===== src/rtl/ttl_seq_pkg.sv =====
// Shared types and sizing for the ttl_74161a counter-chain sequencer.
package ttl_seq_pkg;

  typedef enum logic [1:0] {
    ST_IDLE = 2'd0,
    ST_LOAD = 2'd1,
    ST_RUN  = 2'd2,
    ST_DONE = 2'd3
  } seq_state_e;

  localparam int DEF_STAGES = 2;
  localparam int DEF_REPW   = 8;

  function automatic int chain_width(input int stages);
    return 4 * stages;
  endfunction

  localparam int DEF_CHAIN_W = chain_width(DEF_STAGES);

endpackage


===== src/rtl/ttl_counter_chain_seq_if.sv =====
// Control bus between the sequencer (master) and a cascade of 161s (slave).
interface ttl_counter_chain_seq_if
  import ttl_seq_pkg::*;
#(
  parameter int W = DEF_CHAIN_W
) ();

  logic         cnt_load_bar;
  logic         cnt_enp;
  logic         cnt_ent;
  logic [W-1:0] cnt_d;
  logic         chain_rco;

  modport master (
    output cnt_load_bar,
    output cnt_enp,
    output cnt_ent,
    output cnt_d,
    input  chain_rco
  );

  modport slave (
    input  cnt_load_bar,
    input  cnt_enp,
    input  cnt_ent,
    input  cnt_d,
    output chain_rco
  );

endinterface


===== src/rtl/ttl_counter_chain_seq.sv =====
// Sequencer for a cascade of ttl_74161a counters: preload the chain, run a
// programmable number of reload periods off the last RCO, report busy/tick/done.
module ttl_counter_chain_seq
  import ttl_seq_pkg::*;
#(
  parameter int STAGES = DEF_STAGES,
  parameter int REPW   = DEF_REPW
) (
  input  logic                    Clk,
  input  logic                    Reset_bar,
  input  logic                    start,
  input  logic                    stop,
  input  logic                    pause,
  input  logic [4*STAGES-1:0]     load_val,
  input  logic [REPW-1:0]         reps,
  ttl_counter_chain_seq_if.master chain,
  output logic                    busy,
  output logic                    tick,
  output logic                    done
);

  localparam int              W       = chain_width(STAGES);
  localparam logic [REPW-1:0] REP_ONE = REPW'(1);
  localparam logic [REPW-1:0] REP_MAX = {REPW{1'b1}};

  seq_state_e      state_q, state_d;
  logic [W-1:0]    preload_q, preload_d;
  logic [REPW-1:0] target_q, target_d;
  logic [REPW-1:0] rep_q, rep_d;
  logic            tick_q, tick_d;
  logic            done_q, done_d;
  logic            busy_q, busy_d;

  logic            period_end_s;
  logic            last_period_s;

  // A period ends on an unpaused RUN cycle with the chain at terminal count.
  always_comb begin
    period_end_s  = (state_q == ST_RUN) && chain.chain_rco && !pause;
    last_period_s = (target_q != {REPW{1'b0}}) && (rep_q == (target_q - REP_ONE));
  end

  // Next-state, latched parameters, rep counter and registered pulses.
  always_comb begin
    state_d   = state_q;
    preload_d = preload_q;
    target_d  = target_q;
    rep_d     = rep_q;
    tick_d    = 1'b0;
    done_d    = 1'b0;
    case (state_q)
      ST_IDLE: begin
        if (start && !stop) begin
          state_d   = ST_LOAD;
          preload_d = load_val;
          target_d  = reps;
          rep_d     = {REPW{1'b0}};
        end else begin
          state_d = ST_IDLE;
        end
      end
      ST_LOAD: begin
        if (stop) begin
          state_d = ST_IDLE;
        end else begin
          state_d = ST_RUN;
        end
      end
      ST_RUN: begin
        if (stop) begin
          state_d = ST_IDLE;
        end else if (period_end_s) begin
          tick_d = 1'b1;
          // Free-run keeps counting periods but must never wrap.
          if (rep_q == REP_MAX) begin
            rep_d = rep_q;
          end else begin
            rep_d = rep_q + REP_ONE;
          end
          if (last_period_s) begin
            done_d  = 1'b1;
            state_d = ST_DONE;
          end else begin
            state_d = ST_RUN;
          end
        end else begin
          state_d = ST_RUN;
        end
      end
      ST_DONE: begin
        state_d = ST_IDLE;
      end
      default: begin
        state_d = ST_IDLE;
      end
    endcase
    busy_d = (state_d != ST_IDLE);
  end

  // Chain controls; load_bar must react to RCO in the same cycle so the
  // chain reloads instead of wrapping, except on the final period.
  always_comb begin
    chain.cnt_ent      = (state_q == ST_RUN);
    chain.cnt_enp      = (state_q == ST_RUN) && !pause;
    chain.cnt_load_bar = !((state_q == ST_LOAD) || (period_end_s && !last_period_s));
    if ((state_q == ST_LOAD) || (state_q == ST_RUN)) begin
      chain.cnt_d = preload_q;
    end else begin
      chain.cnt_d = {W{1'b0}};
    end
  end

  // Sequencer state register with synchronous active-low reset.
  always_ff @(posedge Clk) begin
    if (!Reset_bar) begin
      state_q   <= ST_IDLE;
      preload_q <= {W{1'b0}};
      target_q  <= {REPW{1'b0}};
      rep_q     <= {REPW{1'b0}};
      tick_q    <= 1'b0;
      done_q    <= 1'b0;
      busy_q    <= 1'b0;
    end else begin
      state_q   <= state_d;
      preload_q <= preload_d;
      target_q  <= target_d;
      rep_q     <= rep_d;
      tick_q    <= tick_d;
      done_q    <= done_d;
      busy_q    <= busy_d;
    end
  end

  assign busy = busy_q;
  assign tick = tick_q;
  assign done = done_q;

endmodule


===== src/flat_wrapper.sv =====
// flat-port wrapper written by rule: the top's interface ports become plain ports
module ttl_counter_chain_seq_flat import ttl_seq_pkg::*;
#(
  parameter int STAGES = DEF_STAGES,
  parameter int REPW   = DEF_REPW
)
  (Clk, Reset_bar, start, stop, pause, load_val, reps, busy, tick, done, chain_cnt_load_bar, chain_cnt_enp, chain_cnt_ent, chain_cnt_d, chain_chain_rco);
  ttl_counter_chain_seq_if #(.W((4 * STAGES))) chain_i ();
  input  logic Clk;
  input  logic Reset_bar;
  input  logic start;
  input  logic stop;
  input  logic pause;
  input  logic [4*STAGES-1:0] load_val;
  input  logic [REPW-1:0] reps;
  output logic busy;
  output logic tick;
  output logic done;
  output wire logic [$bits(chain_i.cnt_load_bar)-1:0] chain_cnt_load_bar;
  output wire logic [$bits(chain_i.cnt_enp)-1:0] chain_cnt_enp;
  output wire logic [$bits(chain_i.cnt_ent)-1:0] chain_cnt_ent;
  output wire logic [$bits(chain_i.cnt_d)-1:0] chain_cnt_d;
  input wire logic [$bits(chain_i.chain_rco)-1:0] chain_chain_rco;
  assign chain_cnt_load_bar = chain_i.cnt_load_bar;
  assign chain_cnt_enp = chain_i.cnt_enp;
  assign chain_cnt_ent = chain_i.cnt_ent;
  assign chain_cnt_d = chain_i.cnt_d;
  assign chain_i.chain_rco = chain_chain_rco;
  ttl_counter_chain_seq #(.STAGES(STAGES), .REPW(REPW)) u_core (.Clk(Clk), .Reset_bar(Reset_bar), .start(start), .stop(stop), .pause(pause), .load_val(load_val), .reps(reps), .chain(chain_i), .busy(busy), .tick(tick), .done(done));
endmodule

===== config.mk =====
export PLATFORM = sky130hd
export DESIGN_NAME = ttl_counter_chain_seq_flat
export DESIGN_NICKNAME = d
export VERILOG_FILES = /design/src/rtl/ttl_seq_pkg.sv /design/src/rtl/ttl_counter_chain_seq_if.sv /design/src/rtl/ttl_counter_chain_seq.sv /design/src/flat_wrapper.sv
export SDC_FILE = /design/constraint.sdc
export NUM_CORES = 1
export LEC_CHECK = 0
export ABC_AREA = 1
export CAP_MARGIN = 15
export CORE_MARGIN = 10
export CORE_UTILIZATION = 54
export CTS_BUF_LIST = sky130_fd_sc_hd__clkbuf_16
export CTS_CLUSTER_DIAMETER = 30
export DETAILED_ROUTE_END_ITERATION = 8
export GPL_TIMING_DRIVEN = 0
export PLACE_DENSITY = 0.84
export SLEW_MARGIN = 0
export SYNTH_ARGS = -nofsm -noshare
export SYNTH_HDL_FRONTEND = slang
export SYNTH_SLANG_ARGS = --single-unit

===== constraint.sdc =====
create_clock -name Clk -period 4.56 [get_ports Clk]
set_clock_uncertainty 0.15 [all_clocks]
set_input_delay 0.912 -clock Clk [delete_from_list [all_inputs] [get_ports Clk]]
set_output_delay 0.912 -clock Clk [all_outputs]
set_load 0.01 [all_outputs]

# Yosys cells after proc, flatten, opt, wreduce, memory -nomap -nowiden
# Cells that the tools add are included.
# word_totals
elab_cells,55
ram_bits,0
reg_bits,29
mem_count,0
out_inout_bits,14
latch_bits,0
mem_bits_ro,0
# classes
n_mul,0
n_mux,14
add_sub_neg,2
n_lt_le_gt_ge,0
n_reduce_logical,20
n_eq_ne,9
bitwise,3
shift,0
div_mod_pow,0
# ops
op,count
$mux W8,5
$pmux W8 S2,1
$add A8 B1 Y8 const B,1
$eq A8 B8 Y1,1
$eq A8 B8 Y1 const B,1
$pmux W2 S4,1
$reduce_bool A8 Y1,1
$sub A8 B1 Y8 const B,1
$logic_and A1 B1 Y1,6
$mux W1,5
$reduce_and A5 Y1,1
$eq A2 B2 Y1 const B,2
$logic_not A1 Y1,4
$mux W2,2
$ne A2 B1 Y1 const B,2
$ne A2 B2 Y1 const B,2
$reduce_bool A2 Y1,2
$reduce_or A4 Y1,1
$not A1 Y1,3
$reduce_or A3 Y1,1
$eq A2 B1 Y1 const B,1
$logic_not A2 Y1,1
$logic_or A1 B1 Y1,2
$reduce_and A2 Y1,1

# Longest topological paths before layout
# logic_depth
depth_word,8
depth_mapped,15
mapped_depth_nobuf,15

# Least setup slack after synthesis
# Ideal clock, no wire load.
# synth_path
kind,register -> output
start,register u_core.target_q[0]
end,output port chain_cnt_load_bar
stages_incl_launch_ff,11
arrival_ps,1434
path_slack_ps,2064
n_path_buf,0
required_ps,3498
cell_sequence,dfxtp_1 -> inv_2 -> ha_1 -> xnor2_1 -> nor2_1 -> nand2_1 -> nor2_1 -> nand2_1 -> nor2_1 -> a21oi_1 -> nor2_1
# synth_between
elab_chain_len,7
# synth_lines
element,line_no,text
"start, declared",ttl_counter_chain_seq.sv:28,"logic [REPW-1:0] target_q, target_d;"
"start signal, assigned",ttl_counter_chain_seq.sv:118,target_q <= {REPW{1'b0}};
"start signal, assigned",ttl_counter_chain_seq.sv:126,target_q <= target_d;
$sub A8 B1 Y8,ttl_counter_chain_seq.sv:40,last_period_s = (target_q != {REPW{1'b0}}) && (rep_q == (target_q - REP_ONE));
$eq A8 B8 Y1,ttl_counter_chain_seq.sv:40,
$logic_and A1 B1 Y1 *,ttl_counter_chain_seq.sv:40,
$logic_not A1 Y1 *,ttl_counter_chain_seq.sv:105,chain.cnt_load_bar = !((state_q == ST_LOAD) || (period_end_s && !last_period_s));
$logic_and A1 B1 Y1 *,ttl_counter_chain_seq.sv:105,
$logic_or A1 B1 Y1 *,ttl_counter_chain_seq.sv:105,
$logic_not A1 Y1 *,ttl_counter_chain_seq.sv:105,
"end, declared",flat_wrapper.sv:19,output wire logic [$bits(chain_i.cnt_load_bar)-1:0] chain_cnt_load_bar;
# Every way passes the cells marked *; elsewhere a longest branch is shown, timed or not.

# Worst setup path in the final report
# Same ends and word-level chain as after synthesis.

==> PnR_summary.wiki <==
{| class="wikitable"
! Metric !! Value
|-
| Tightest Pin Transition || about 470 ps
|-
| Boundary pin count || 36
|-
| Row count || 20
|-
| Largest driver fanout on the critical path || 4
|-
| Number of register bits inferred by synthesis || 29
|-
| Number of antenna violations at the first check in global routing || 0
|-
| Post-Syn Area || 0.00168 mm^2
|-
| Pre-CTS setup slack || 1240 ps
|-
| Post-placement cell count || approximately 310
|-
| Placer Congestion || 0.893
|-
| Root Buffer || sky130_fd_sc_hd__clkbuf_16
|-
| Post-CTS Setup Bufs || 0
|-
| Cts bufs inserted || 5
|-
| Synth area leaders || sky130_fd_sc_hd__dfxtp_1 35%, sky130_fd_sc_hd__nand2_1 12%, sky130_fd_sc_hd__a21oi_1 7.5%, sky130_fd_sc_hd__nand3_1 6.6%, sky130_fd_sc_hd__inv_1 5.6%
|-
| Area used by multi-input combinational logic || 943 um^2
|-
| Post-synthesis sequential area ratio || about a third
|-
| Quantity of hold-fixing buffers added after cts || 0
|-
| First drt pass iteration count || 4
|-
| Most common library cells after synthesis || 54 x sky130_fd_sc_hd__nand2_1, 29 x sky130_fd_sc_hd__dfxtp_1, 25 x sky130_fd_sc_hd__a21oi_1, 25 x sky130_fd_sc_hd__inv_1, 22 x sky130_fd_sc_hd__nand3_1
|-
| CP Capture Type || output port
|-
| Initial cell density of the core || approximately 56%
|-
| Vias in the first global route || 1,601
|-
| Wire length of the first global-routing pass || about 7000 um
|-
| Areal power density over the cells || around 320 mW/mm^2
|-
| Critical path startpoint category || flop
|-
| Number of sinks handled by clock tree synthesis || 29
|-
| Detailed-route vias per instance || approximately 5.2
|-
| Die outline height || around 76 um
|-
| Count of yosys warnings during synthesis || 0
|-
| Hold Path Class || flop to flop
|-
| Number of nets in the finished design || 311
|-
| Required time of the critical path || 3500 ps
|-
| Finished layout cell area || between 0.002 and 0.0025 mm^2
|-
| Flip-flop cell with the highest count after synthesis || sky130_fd_sc_hd__dfxtp_1
|-
| Mean cell area of the mapped netlist || just under 7 um^2
|-
| Half-perimeter wire length after detailed placement || around 3200 um
|-
| LEAKAGE || slightly above 0.9 nW
|-
| Max-capacitance violation count || 0
|-
| Slew Viols, Final || 0
|-
| # setup viols final || 0
|-
| Total congestion overflow after global routing || 0
|-
| Number of standard cells in the final layout excluding fillers || 317
|-
| Sum of negative setup slack || 0 ps
|-
| Clock Latency Late Sink || 280 ps
|-
| Relative slew margins || 68.7%
|-
| Library cells used by synthesis || 29
|-
| Register cell area after layout || roughly 580 um^2
|-
| # port buffers || 34
|-
| DRC violations left || 0
|-
| RSZ-0062 raised after global routing || false
|-
| Initial detailed-routing violation count || around 140
|-
| Die footprint || roughly 0.0057 mm^2
|-
| Overall power of the completed layout || 700 uW
|-
| Fraction of layout cells with a size suffix above 1 || roughly 12%
|-
| Pin count of the biggest net entering global routing || 11
|-
| Reg clk slew, reported paths || 50 ps
|-
| Filler Cell Count || between 200 and 300
|-
| Floorplan die width || between 70 and 80 um
|-
| Finished Core Util || approximately three quarters
|-
| Result of the run || completed
|-
| Synth Net Count || 270
|-
| Total vias in the final route || approximately 1,600
|-
| Cells after Synth || around 240
|-
| Number of buffers on the longest clock path || 2
|-
| Cell type with the highest aggregate area in the netlist || sky130_fd_sc_hd__dfxtp_1
|-
| Worst Setup Slack, final || approximately 1100 ps
|-
| Most used standard cell by instance count after synthesis || sky130_fd_sc_hd__nand2_1
|-
| Final Routed Wirelength || slightly above 4000 um
|-
| CTS tree || done
|-
| Fin crit period || about 3500 ps
|-
| Number of diodes added for antenna fixing || 0
|-
| Worst setup path category || flop to output port
|-
| # H-tree levels || 2
|-
| Signal arrival time at the worst endpoint || about 2400 ps
|-
| DRT antenna net count || 0
|-
| Final worst hold slack || between 300 and 400 ps
|-
| Growth of design area from synthesis to finish || 30.9%
|-
| Post-cts gate resize count || 0
|-
| Total global routing track utilization || 15.7%
|-
| Share of flip-flops with an asynchronous set or reset || 0%
|-
| Largest voltage drop on the vdd net || between 200 and 250 uV
|-
| Final Hold Fails || 0
|-
| Dpl cell area || between 0.002 and 0.0025 mm^2
|-
| Upper clock frequency limit || roughly 0.29 GHz
|-
| Avg WL per Cell || roughly 13 um
|-
| Count of flip-flops with a built-in enable after synthesis || 0
|-
| Final clock period utilization by the worst path || between 70% and 80%
|-
| Area of the core region || between 0.003 and 0.004 mm^2
|-
| Share of the synthesized area in the top cell type || around a third
|}
## placed cells by master, fill, tap and decap left out, types with 2 or more instances in the layout
| master | count |
|---|---|
| sky130_fd_sc_hd__nand2_1 | 54 |
| sky130_fd_sc_hd__clkdlybuf4s50_1 | 34 |
| sky130_fd_sc_hd__dfxtp_1 | 29 |
| sky130_fd_sc_hd__inv_1 | 28 |
| sky130_fd_sc_hd__a21oi_1 | 25 |
| sky130_fd_sc_hd__nand3_1 | 22 |
| sky130_fd_sc_hd__nor2_1 | 18 |
| sky130_fd_sc_hd__o21ai_0 | 9 |
| sky130_fd_sc_hd__xnor2_1 | 7 |
| sky130_fd_sc_hd__ha_1 | 6 |
| sky130_fd_sc_hd__inv_2 | 5 |
| sky130_fd_sc_hd__nor2_2 | 5 |
| sky130_fd_sc_hd__nand2_2 | 5 |
| sky130_fd_sc_hd__clkbuf_16 | 5 |
| sky130_fd_sc_hd__xor2_1 | 4 |
| sky130_fd_sc_hd__buf_2 | 4 |
| sky130_fd_sc_hd__nor3_1 | 4 |
| sky130_fd_sc_hd__nor2_4 | 3 |
| sky130_fd_sc_hd__nand3_2 | 3 |
| sky130_fd_sc_hd__clkbuf_1 | 2 |
| sky130_fd_sc_hd__o21ai_1 | 2 |
## flip-flops by register name, summed over array words and instances, names as in the netlist
name and count:
u_core.tick 1, u_core.preload_q 8, u_core.rep_q 8, u_core.state_q 2, u_core.busy 1, u_core.done 1
u_core.target_q 8
## final timing paths
kind | from | end | slack (ps) | cells past startpoint
setup / recovery | u_core.target_q[0] | chain_cnt_load_bar | 1080 | 11
hold / removal | u_core.preload_q[5] | u_core.preload_q[5] | 310 | 2
setup reg to reg | u_core.state_q[0] | u_core.rep_q[6] | 2590 | 12
hold reg to reg | u_core.preload_q[5] | u_core.preload_q[5] | 310 | 2
## worst max-delay path, stage by stage, from the launching register on
cell and delay, ps:
sky130_fd_sc_hd__dfxtp_1 360, sky130_fd_sc_hd__inv_2 70, sky130_fd_sc_hd__ha_1 310, sky130_fd_sc_hd__xnor2_1 130
sky130_fd_sc_hd__nor2_1 180, sky130_fd_sc_hd__nand2_1 80, sky130_fd_sc_hd__nor2_1 100, sky130_fd_sc_hd__nand2_1 80
sky130_fd_sc_hd__nor2_1 120, sky130_fd_sc_hd__a21oi_1 80, sky130_fd_sc_hd__nor2_1 90, sky130_fd_sc_hd__clkdlybuf4s50_1 550
## report_power, final
part	internal [mW]	switching, mW	total (mW)
sequential	0.264	0.00779	0.272
combinational	0.0533	0.0708	0.124
clock	0.195	0.109	0.304
## layout make-up
type                    instances  share of cell area, %
plain buffers                   7                   1.48
clock buffers                   5                   5.70
clock inverters                 3                  0.513
inverters                      31                   5.42
multi-input cells             175                   43.0
flip-flops and latches         29                   26.5
well taps                      33                   1.88
repair buffers                 34                   15.5
## cells by family (layout without fill, tap and decap cells)
kind of cell	after synthesis	count (layout)	synth area share, %
buf+inv	38	80	9.04
simple gates	121	121	34.8
compound gates	37	37	11.3
fa+ha+maj	6	6	4.48
flops	29	29	34.7
xor+xnor	11	11	5.75
## layer usage
| metal | track usage, % | up-vias | share of wire, % |
|---|---|---|---|
| met1 | 16.8 | 730 | 43 |
| met3 | 6.77 | 12 | 8.8 |
| met5 | 0 | - | 0 |
| met2 | 26.1 | 44 | 46 |
| met4 | 7.42 | 0 | 2.3 |
| li1 | - | 854 | - |
Note: power is estimated with default switching activity, not from simulation.
